## src/rtl/exm_wb_if.sv

```systemverilog
// EX/MEM -> WB bus bundle: upstream handshake and fields, downstream writeback/forwarding view.
// EXM_WB_CSR_EN adds csr_rdata to the bundle.
interface exm_wb_if #(
    parameter int XLEN = 32
);
    logic            flush;
    logic            in_valid;
    logic            in_ready;
    logic [XLEN-1:0] pc;
    logic [XLEN-1:0] alu;
    logic [XLEN-1:0] dmem_rdata;
    logic [2:0]      LDSel;
    logic [1:0]      WBSel;
    logic            RegWen;
    logic [31:0]     Inst;
`ifdef EXM_WB_CSR_EN
    logic [XLEN-1:0] csr_rdata;
`endif
    logic            out_valid;
    logic            out_ready;
    logic            wb_wen;
    logic [4:0]      wb_rd;
    logic [XLEN-1:0] wb_data;
    logic [XLEN-1:0] wb_pc;
    logic            fwd_en;
    logic [4:0]      fwd_rd;
    logic [XLEN-1:0] fwd_data;

`ifdef EXM_WB_CSR_EN
    modport master (
        output flush, in_valid, pc, alu, dmem_rdata, LDSel, WBSel, RegWen, Inst, csr_rdata, out_ready,
        input  in_ready, out_valid, wb_wen, wb_rd, wb_data, wb_pc, fwd_en, fwd_rd, fwd_data
    );
    modport slave (
        input  flush, in_valid, pc, alu, dmem_rdata, LDSel, WBSel, RegWen, Inst, csr_rdata, out_ready,
        output in_ready, out_valid, wb_wen, wb_rd, wb_data, wb_pc, fwd_en, fwd_rd, fwd_data
    );
`else
    modport master (
        output flush, in_valid, pc, alu, dmem_rdata, LDSel, WBSel, RegWen, Inst, out_ready,
        input  in_ready, out_valid, wb_wen, wb_rd, wb_data, wb_pc, fwd_en, fwd_rd, fwd_data
    );
    modport slave (
        input  flush, in_valid, pc, alu, dmem_rdata, LDSel, WBSel, RegWen, Inst, out_ready,
        output in_ready, out_valid, wb_wen, wb_rd, wb_data, wb_pc, fwd_en, fwd_rd, fwd_data
    );
`endif
endinterface

```

## src/rtl/exm_wb_regs.sv

```systemverilog
// EX/MEM -> WB pipeline register with 2-entry skid buffer, load extension and WB/forward mux.
// Optional macro EXM_WB_CSR_EN: carries csr_rdata and selects it for WBSel=3.
module exm_wb_regs #(
    parameter int              XLEN   = 32,
    parameter logic [XLEN-1:0] RST_PC = '0
) (
    input  logic      clk,
    input  logic      rst_n,
    exm_wb_if.slave   bus
);
    localparam logic [1:0] EMPTY = 2'd0;
    localparam logic [1:0] HALF  = 2'd1;
    localparam logic [1:0] FULL  = 2'd2;

    typedef struct packed {
        logic [XLEN-1:0] pc;
        logic [XLEN-1:0] alu;
        logic [XLEN-1:0] dmem;
`ifdef EXM_WB_CSR_EN
        logic [XLEN-1:0] csr;
`endif
        logic [2:0]      ldsel;
        logic [1:0]      wbsel;
        logic            regwen;
        logic [4:0]      rd;
    } entry_t;

    function automatic entry_t entry_rst();
        entry_t e;
        e    = '0;
        e.pc = RST_PC;
        return e;
    endfunction

    // Byte lane from alu[1:0], half lane from alu[1]; unknown selectors fall back to lw.
    function automatic logic [XLEN-1:0] load_ext(input logic [XLEN-1:0] word,
                                                 input logic [1:0]      off,
                                                 input logic [2:0]      sel);
        logic [7:0]  b;
        logic [15:0] h;
        b = word[{off, 3'b000} +: 8];
        h = off[1] ? word[31:16] : word[15:0];
        case (sel)
            3'd0:    load_ext = {{(XLEN-8){b[7]}}, b};
            3'd1:    load_ext = {{(XLEN-16){h[15]}}, h};
            3'd3:    load_ext = {{(XLEN-8){1'b0}}, b};
            3'd4:    load_ext = {{(XLEN-16){1'b0}}, h};
            default: load_ext = word;
        endcase
    endfunction

    logic [1:0] state, state_nxt;
    logic       in_ready_r;
    entry_t     main_p1, skid_p1, in_p0;
    logic       load_main, load_skid, main_from_skid;
    logic       accept, drain, out_valid_w;

    always_comb begin
        in_p0        = '0;
        in_p0.pc     = bus.pc;
        in_p0.alu    = bus.alu;
        in_p0.dmem   = bus.dmem_rdata;
`ifdef EXM_WB_CSR_EN
        in_p0.csr    = bus.csr_rdata;
`endif
        in_p0.ldsel  = bus.LDSel;
        in_p0.wbsel  = bus.WBSel;
        in_p0.regwen = bus.RegWen;
        in_p0.rd     = bus.Inst[11:7];
    end

    assign out_valid_w = (state != EMPTY);
    assign accept      = bus.in_valid & in_ready_r;
    assign drain       = out_valid_w & bus.out_ready;

    always_comb begin
        state_nxt      = state;
        load_main      = 1'b0;
        load_skid      = 1'b0;
        main_from_skid = 1'b0;
        if (bus.flush) begin
            state_nxt = EMPTY;
        end else begin
            case (state)
                EMPTY: if (accept) begin
                    load_main = 1'b1;
                    state_nxt = HALF;
                end
                HALF: begin
                    if (accept && drain) begin
                        load_main = 1'b1;
                    end else if (accept) begin
                        load_skid = 1'b1;
                        state_nxt = FULL;
                    end else if (drain) begin
                        state_nxt = EMPTY;
                    end
                end
                FULL: if (drain) begin
                    load_main      = 1'b1;
                    main_from_skid = 1'b1;
                    state_nxt      = HALF;
                end
                default: state_nxt = EMPTY;
            endcase
        end
    end

    // Stage p0 -> p1: main/skid capture
    always_ff @(posedge clk or negedge rst_n) begin
        if (!rst_n) begin
            state      <= EMPTY;
            in_ready_r <= 1'b1;
            main_p1    <= entry_rst();
            skid_p1    <= entry_rst();
        end else begin
            state      <= state_nxt;
            in_ready_r <= (state_nxt != FULL);
            if (load_main) main_p1 <= main_from_skid ? skid_p1 : in_p0;
            if (load_skid) skid_p1 <= in_p0;
        end
    end

    logic [XLEN-1:0] sel_data;
    logic            wen_w;

    always_comb begin
        case (main_p1.wbsel)
            2'd0:    sel_data = load_ext(main_p1.dmem, main_p1.alu[1:0], main_p1.ldsel);
            2'd1:    sel_data = main_p1.alu;
            2'd2:    sel_data = main_p1.pc + XLEN'(4);
`ifdef EXM_WB_CSR_EN
            default: sel_data = main_p1.csr;
`else
            default: sel_data = '0;
`endif
        endcase
    end

    // Stage p1 outputs: everything gated by the main valid
    assign wen_w         = out_valid_w & main_p1.regwen & (main_p1.rd != 5'd0);
    assign bus.in_ready  = in_ready_r;
    assign bus.out_valid = out_valid_w;
    assign bus.wb_wen    = wen_w;
    assign bus.wb_rd     = out_valid_w ? main_p1.rd : 5'd0;
    assign bus.wb_data   = out_valid_w ? sel_data : '0;
    assign bus.wb_pc     = out_valid_w ? main_p1.pc : '0;
    assign bus.fwd_en    = wen_w;
    assign bus.fwd_rd    = out_valid_w ? main_p1.rd : 5'd0;
    assign bus.fwd_data  = out_valid_w ? sel_data : '0;
endmodule

```

## src/flat_wrapper.sv

```systemverilog
// flat-port wrapper written by rule: the top's interface ports become plain ports
module exm_wb_regs_flat 
#(
    parameter int              XLEN   = 32,
    parameter logic [XLEN-1:0] RST_PC = '0
)
  (clk, rst_n, bus_flush, bus_in_valid, bus_pc, bus_alu, bus_dmem_rdata, bus_LDSel, bus_WBSel, bus_RegWen, bus_Inst, bus_out_ready, bus_in_ready, bus_out_valid, bus_wb_wen, bus_wb_rd, bus_wb_data, bus_wb_pc, bus_fwd_en, bus_fwd_rd, bus_fwd_data);
  exm_wb_if #(.XLEN(XLEN)) bus_i ();
  input  logic clk;
  input  logic rst_n;
  input wire logic [$bits(bus_i.flush)-1:0] bus_flush;
  input wire logic [$bits(bus_i.in_valid)-1:0] bus_in_valid;
  input wire logic [$bits(bus_i.pc)-1:0] bus_pc;
  input wire logic [$bits(bus_i.alu)-1:0] bus_alu;
  input wire logic [$bits(bus_i.dmem_rdata)-1:0] bus_dmem_rdata;
  input wire logic [$bits(bus_i.LDSel)-1:0] bus_LDSel;
  input wire logic [$bits(bus_i.WBSel)-1:0] bus_WBSel;
  input wire logic [$bits(bus_i.RegWen)-1:0] bus_RegWen;
  input wire logic [$bits(bus_i.Inst)-1:0] bus_Inst;
  input wire logic [$bits(bus_i.out_ready)-1:0] bus_out_ready;
  output wire logic [$bits(bus_i.in_ready)-1:0] bus_in_ready;
  output wire logic [$bits(bus_i.out_valid)-1:0] bus_out_valid;
  output wire logic [$bits(bus_i.wb_wen)-1:0] bus_wb_wen;
  output wire logic [$bits(bus_i.wb_rd)-1:0] bus_wb_rd;
  output wire logic [$bits(bus_i.wb_data)-1:0] bus_wb_data;
  output wire logic [$bits(bus_i.wb_pc)-1:0] bus_wb_pc;
  output wire logic [$bits(bus_i.fwd_en)-1:0] bus_fwd_en;
  output wire logic [$bits(bus_i.fwd_rd)-1:0] bus_fwd_rd;
  output wire logic [$bits(bus_i.fwd_data)-1:0] bus_fwd_data;
  assign bus_i.flush = bus_flush;
  assign bus_i.in_valid = bus_in_valid;
  assign bus_i.pc = bus_pc;
  assign bus_i.alu = bus_alu;
  assign bus_i.dmem_rdata = bus_dmem_rdata;
  assign bus_i.LDSel = bus_LDSel;
  assign bus_i.WBSel = bus_WBSel;
  assign bus_i.RegWen = bus_RegWen;
  assign bus_i.Inst = bus_Inst;
  assign bus_i.out_ready = bus_out_ready;
  assign bus_in_ready = bus_i.in_ready;
  assign bus_out_valid = bus_i.out_valid;
  assign bus_wb_wen = bus_i.wb_wen;
  assign bus_wb_rd = bus_i.wb_rd;
  assign bus_wb_data = bus_i.wb_data;
  assign bus_wb_pc = bus_i.wb_pc;
  assign bus_fwd_en = bus_i.fwd_en;
  assign bus_fwd_rd = bus_i.fwd_rd;
  assign bus_fwd_data = bus_i.fwd_data;
  exm_wb_regs #(.XLEN(XLEN), .RST_PC(RST_PC)) u_core (.clk(clk), .rst_n(rst_n), .bus(bus_i));
endmodule
```

## config.mk

```make
export PLATFORM = sky130hd
export DESIGN_NAME = exm_wb_regs_flat
export DESIGN_NICKNAME = d
export VERILOG_FILES = /design/src/rtl/exm_wb_if.sv /design/src/rtl/exm_wb_regs.sv /design/src/flat_wrapper.sv
export SDC_FILE = /design/constraint.sdc
export NUM_CORES = 1
export LEC_CHECK = 0
export BUFFER_PORTS_ARGS = -buffer_cell sky130_fd_sc_hd__clkbuf_2
export CORE_UTILIZATION = 57
export CTS_BUF_LIST = sky130_fd_sc_hd__clkbuf_2
export DETAILED_ROUTE_END_ITERATION = 10
export PLACE_DENSITY = 0.84
export RECOVER_POWER = 100
export REMOVE_ABC_BUFFERS = 1
export SETUP_SLACK_MARGIN = 0.05
export SYNTH_ARGS = -nofsm -noshare
export SYNTH_HDL_FRONTEND = slang
export SYNTH_SLANG_ARGS = --single-unit
```

## constraint.sdc

```tcl
create_clock -name clk -period 2.7 [get_ports clk]
set_input_delay 0.405 -clock clk [delete_from_list [all_inputs] [get_ports clk]]
set_output_delay 0.405 -clock clk [all_outputs]
set_load 0.01 [all_outputs]
```

# ---- Word-level counts from Yosys, hierarchy flattened
# Index checks and enable logic that the tools add are counted.
dict set report totals {
  reg_bits 217
  elab_cells 60
}
dict set report classes {
  shifts 1
  bitwise_logic 4
  n_mux 24
  addsub 1
  n_eq_ne 8
  reduce_logical 6
}
# operator count
set ops {}
lappend ops {{$pmux 32 s4} 1}
lappend ops {{$mux 107} 1}
lappend ops {{$pmux 32 s3} 1}
lappend ops {{$mux 32} 2}
lappend ops {{$add 32x3->32 const B} 1}
lappend ops {{$shiftx 32x6->8} 1}
lappend ops {{$mux 16} 1}
lappend ops {{$mux 2} 6}
lappend ops {{$mux 1} 9}
lappend ops {{$pmux 2 s3} 1}
lappend ops {{$mux 5} 1}
lappend ops {{$reduce_bool 5->1} 1}
lappend ops {{$and 1x1->1} 4}
lappend ops {{$eq 2x1->1 const B} 2}
lappend ops {{$eq 2x2->1 const B} 2}
lappend ops {{$logic_not 2->1} 2}
lappend ops {{$eq 3x1->1 const B} 1}
lappend ops {{$eq 3x2->1 const B} 1}
lappend ops {{$eq 3x3->1 const B} 1}
lappend ops {{$logic_not 3->1} 1}
lappend ops {{$pmux 1 s3} 1}
lappend ops {{$ne 2x2->1 const B} 1}
lappend ops {{$reduce_bool 2->1} 1}
lappend ops {{$logic_and 1x1->1} 1}

# ---- Longest topological paths before layout
dict set report logic_depth {
  depth_word 8
  ltp_mapped 8
}

# ---- Least setup slack after synthesis
# OpenSTA, ideal clock, no wires.
dict set report synth_timing {
  path_type {reg2out}
  startpoint {register u_core.main_p1[80] (netlist name)}
  endpoint {output bus_wb_data[23]}
  t_required_ns 2.295
  t_arrival_ns 2.316
  path_buffers 2
  path_stages_with_launch 8
  slack_ns -0.021
  cell_sequence {dfrtp_1 nand4_4 or4_1 buf_2 or3_4 o31a_1 a21oi_1 buf_4}
}
dict set report synth_via {
  elab_chain_cells 3
}
# item line
set synth_lines {}
lappend synth_lines {{start: declaration} exm_wb_regs.sv:54} ;# entry_t main_p1, skid_p1, in_p0;
lappend synth_lines {{start signal: assignment} exm_wb_regs.sv:114} ;# main_p1 <= entry_rst();
lappend synth_lines {{start signal: assignment} exm_wb_regs.sv:119} ;# if (load_main) main_p1 <= main_from_skid ? skid_p1 : in_p0;
lappend synth_lines {{$add 32x3->32} exm_wb_regs.sv:131} ;# 2'd2: sel_data = main_p1.pc + XLEN'(4);
lappend synth_lines {{$pmux 32 s3} exm_wb_regs.sv:128} ;# case (main_p1.wbsel)
lappend synth_lines {{$mux 32} -}
lappend synth_lines {{end: declaration} flat_wrapper.sv:25} ;# output wire logic [$bits(bus_i.wb_data)-1:0] bus_wb_data;
# No other way between the ends.

# ---- Worst setup path in the final report
dict set report layout_timing {
  startpoint {register u_core.main_p1[9] (netlist name)}
  endpoint {output bus_fwd_data[6]}
}
dict set report layout_via {
  elab_chain_cells 4
  word_cells_on_any_way 7
  classes_between {eq/ne (3); mux (3); reduce/logical (1)}
}
# item line
set layout_lines {}
lappend layout_lines {{$eq 3x3->1, or another cell as far along} exm_wb_regs.sv:43} ;# case (sel)
lappend layout_lines {{$pmux 32 s4 *} exm_wb_regs.sv:43}
lappend layout_lines {{$pmux 32 s3 *} exm_wb_regs.sv:128}
lappend layout_lines {{$mux 32 *} exm_wb_regs.sv:150} ;# assign bus.fwd_data = out_valid_w ? sel_data : '0;
lappend layout_lines {{end: declaration} flat_wrapper.sv:29} ;# output wire logic [$bits(bus_i.fwd_data)-1:0] bus_fwd_data;
# Mark *: on every way between the ends. The rest lies on a longest branch, timed or not.

==> qor.txt <==
#FFs+latches synth - 217
vias in the first global route - 10.9k
GRT overflow - 0
Critical Path Fanout Max - 8
H-Tree Level Count - 2
critical path arrival - 3.20 ns
commonest non-fill, non-tap cell in the layout - clkbuf_2
CTS tree - yes
CTS root buf - clkbuf_2
Remaining DRCs - 0
crit path launch type - flop
most frequent cells in the layout - clkbuf_2 (243), dfrtp_1 (210), nor2_1 (128), a21oi_1 (119), mux2i_1 (113)
Setup-failing EPs final - 125
Top FF cell, synth - dfrtp_1
Port Buffer Count - 221
max-slew violation count - 86
Via Count - 11.7k
Total GRT Usage - 35.7%
DR iter-0 viols - 1,623
Vias/cell - 6.41
Starting Density - 58.6%
final worst slack - -0.903 ns
f_max - 0.278 GHz
EDFF count, synth - 0
CTS max path bufs - 3
Seq/Total Area, Yosys - 47.2%
post-route cell area - 0.0161 sq mm
TritonRoute pass-1 iters - 6
Worst-path clk slew - 0.18 ns
Async S/R FF share, synth - 100%
ANT nets after route - 0
Leak - 7.06 nW
layout cell share with drive strength beyond 1 - 44.1%
CTS sink cnt - 217
largest net degree at the start of global routing - 109
die outline height - 144 microns
Final Hold Vio Count - 0
Max Cap Viol - 1
worst reg-to-reg setup slack - -0.25 ns
worst hold path class - in2reg
Worst setup EP type - output port
IO Pins - 249
VDD IR max - 0.000466 V
failing checks - max-capacitance violations, max-slew violations, negative setup slack
Die X - 144 microns
RD Place Congestion - 0.973
post-layout min period - 3.60 ns
Place WS - 0.0348 ns
Final Core Density - 82.0%
Post-DP Area - 0.0130 sq mm
first-pass GRT wire length - 56,700 microns
Power per Cell Area - 706 mW/mm^2
WP data required - 2.30 ns
Final Cycle Share - 133%
post-synthesis cell area - 0.0115 sq mm
kind of critical path - reg2out
CORE AREA - 0.0197 sq mm
wire length per cell - 23.7 microns
Clk Latency, worst-skew pair - 0.95 ns
Routed WL - 43,300 microns
post-synthesis cell type count - 63
status - finished, violations left
Die ar. - 0.0208 sq mm
worst relative slew slack - -45.4%
Ys Warns - 0
Nets - 1,655
Area Growth Syn to Fin - 39.9%
initial antenna violation count - 3
RSZ-0062 raised after global routing - true
Mapped Cells - 1,117
Final Skew - 0.0552 ns
DP Wirelength - 21,300 microns
Syn Area/Cell - 10.3 sq um
TritonCTS Buffers - 54
Worst-Margin Slew - 2.18 ns
row count - 51
==> where the power goes <==
| group | switching [mW] | internal, mW | leakage [nW] |
|---|---|---|---|
| combinational | 2.25 | 1.95 | 4.15 |
| clock | 1.49 | 0.956 | 0.389 |
| sequential | 0.665 | 4.05 | 2.52 |
| total | 4.41 | 6.96 | 7.06 |
==> flip-flops by register name (all words and copies together), names as in the netlist <==
signal and count:
u_core.main_p1 107, u_core.skid_p1 107, u_core.state 2, u_core.bus.in_ready 1
==> per-stage QoR <==
step                total power [mW]  setup TNS (ns)  instances  hold WS, ns
floorplan                       6.31        -1182.62       1004        0.109
global placement                7.33               0       1561        0.446
detailed placement              7.50               0       1561        0.453
CTS                             10.4          -26.54       1794        0.130
global route                    11.8          -61.82       1823        0.119
finish                          11.4          -47.39       1824       0.0577
==> kinds of logic (layout without fill, tap and decap cells) <==
logic type                 after synthesis  count (layout)  synth area share (%)
and+or+nand+nor                        294             294                  12.3
AOI/OAI and AO/OA                      239             239                  12.3
muxes                                  230             230                  21.4
DFF                                    217             217                  47.2
buffers and inverters                  119             557                  5.42
xor gates and xnor gates                17              17                  1.29
adders and majority gates                1               1                 0.109
other                                    0               4                     0
==> routing by layer <==
metal  share of wire, %  vias to the layer above  global-route usage [%]
met3                 11                      324                    6.66
met4                7.2                        0                    18.5
met2                 47                     1002                    60.5
li1                   -                     4795                       -
met1                 35                     5568                    43.5
met5                  0                        -                       0
==> final timing paths <==
kind,start,to,cells after the start
worst max-delay path,u_core.main_p1[9],bus_fwd_data[6],8
worst min-delay path,bus_in_valid,u_core.state[0],5
worst max register to register,u_core.state[0],u_core.main_p1[22],7
worst min register to register,u_core.skid_p1[4],u_core.skid_p1[4],1
max in group asynchronous,rst_n,u_core.skid_p1[66],3
min in group asynchronous,rst_n,u_core.main_p1[9],2
==> critical path: stages (launching register included) <==
cell and delay (ns):
dfrtp_1 0.50, buf_6 0.18, buf_6 0.14, xor2_2 0.35, nand2b_4 0.24, o21bai_1 0.09
a221o_1 0.32, a32o_2 0.29, clkbuf_2 0.13
==> layout make-up <==
cell class	count	area, sq um
timing repair buffer	455	3470
tap	265	332
inverter	6	32.5
antenna	4	10.0
multi-input combinational	781	6310
sequential	217	5440
clock inverter	20	134
fill	1048	3550
clock buffer	76	380
==> synth_stat cells (all sizes together) (4+ instances only) <==
| master | number | area share, % |
|---|---|---|
| o21ai | 29 | 1.3 |
| nand4 | 10 | 0.67 |
| nor2 | 134 | 4.4 |
| xnor2 | 10 | 0.76 |
| xor2 | 7 | 0.53 |
| mux2i | 115 | 10 |
| o21bai | 4 | 0.26 |
| nor3 | 14 | 0.61 |
| a31oi | 9 | 0.49 |
| a21oi | 136 | 5.9 |
| o22a | 5 | 0.38 |
| o221ai | 4 | 0.30 |
| nor4 | 10 | 0.54 |
| clkbuf | 47 | 1.5 |
| dfrtp | 216 | 47 |
| and2 | 40 | 2.2 |
| or4 | 5 | 0.34 |
| mux2 | 114 | 11 |
| nand2b | 9 | 0.49 |
| a22oi | 11 | 0.72 |
| o22ai | 7 | 0.38 |
| nand2 | 37 | 1.2 |
| o211ai | 4 | 0.26 |
| buf | 65 | 3.6 |
| and3 | 5 | 0.28 |
| o31a | 9 | 0.70 |
| or3 | 4 | 0.26 |
| nor2b | 4 | 0.22 |
| inv | 6 | 0.20 |
| nand3 | 15 | 0.65 |
| a221o | 4 | 0.35 |
==> timing repair <==
action / in CTS / in global routing
hold endpoints to repair: 297 / 0
pin swaps: 55 / 38
setup buffers: 29 / 28
hold buffers: 110 / 0
gates resized for setup: 160 / 157
setup endpoints to repair: 107 / 108
Note: power is estimated with default switching activity, not from simulation.
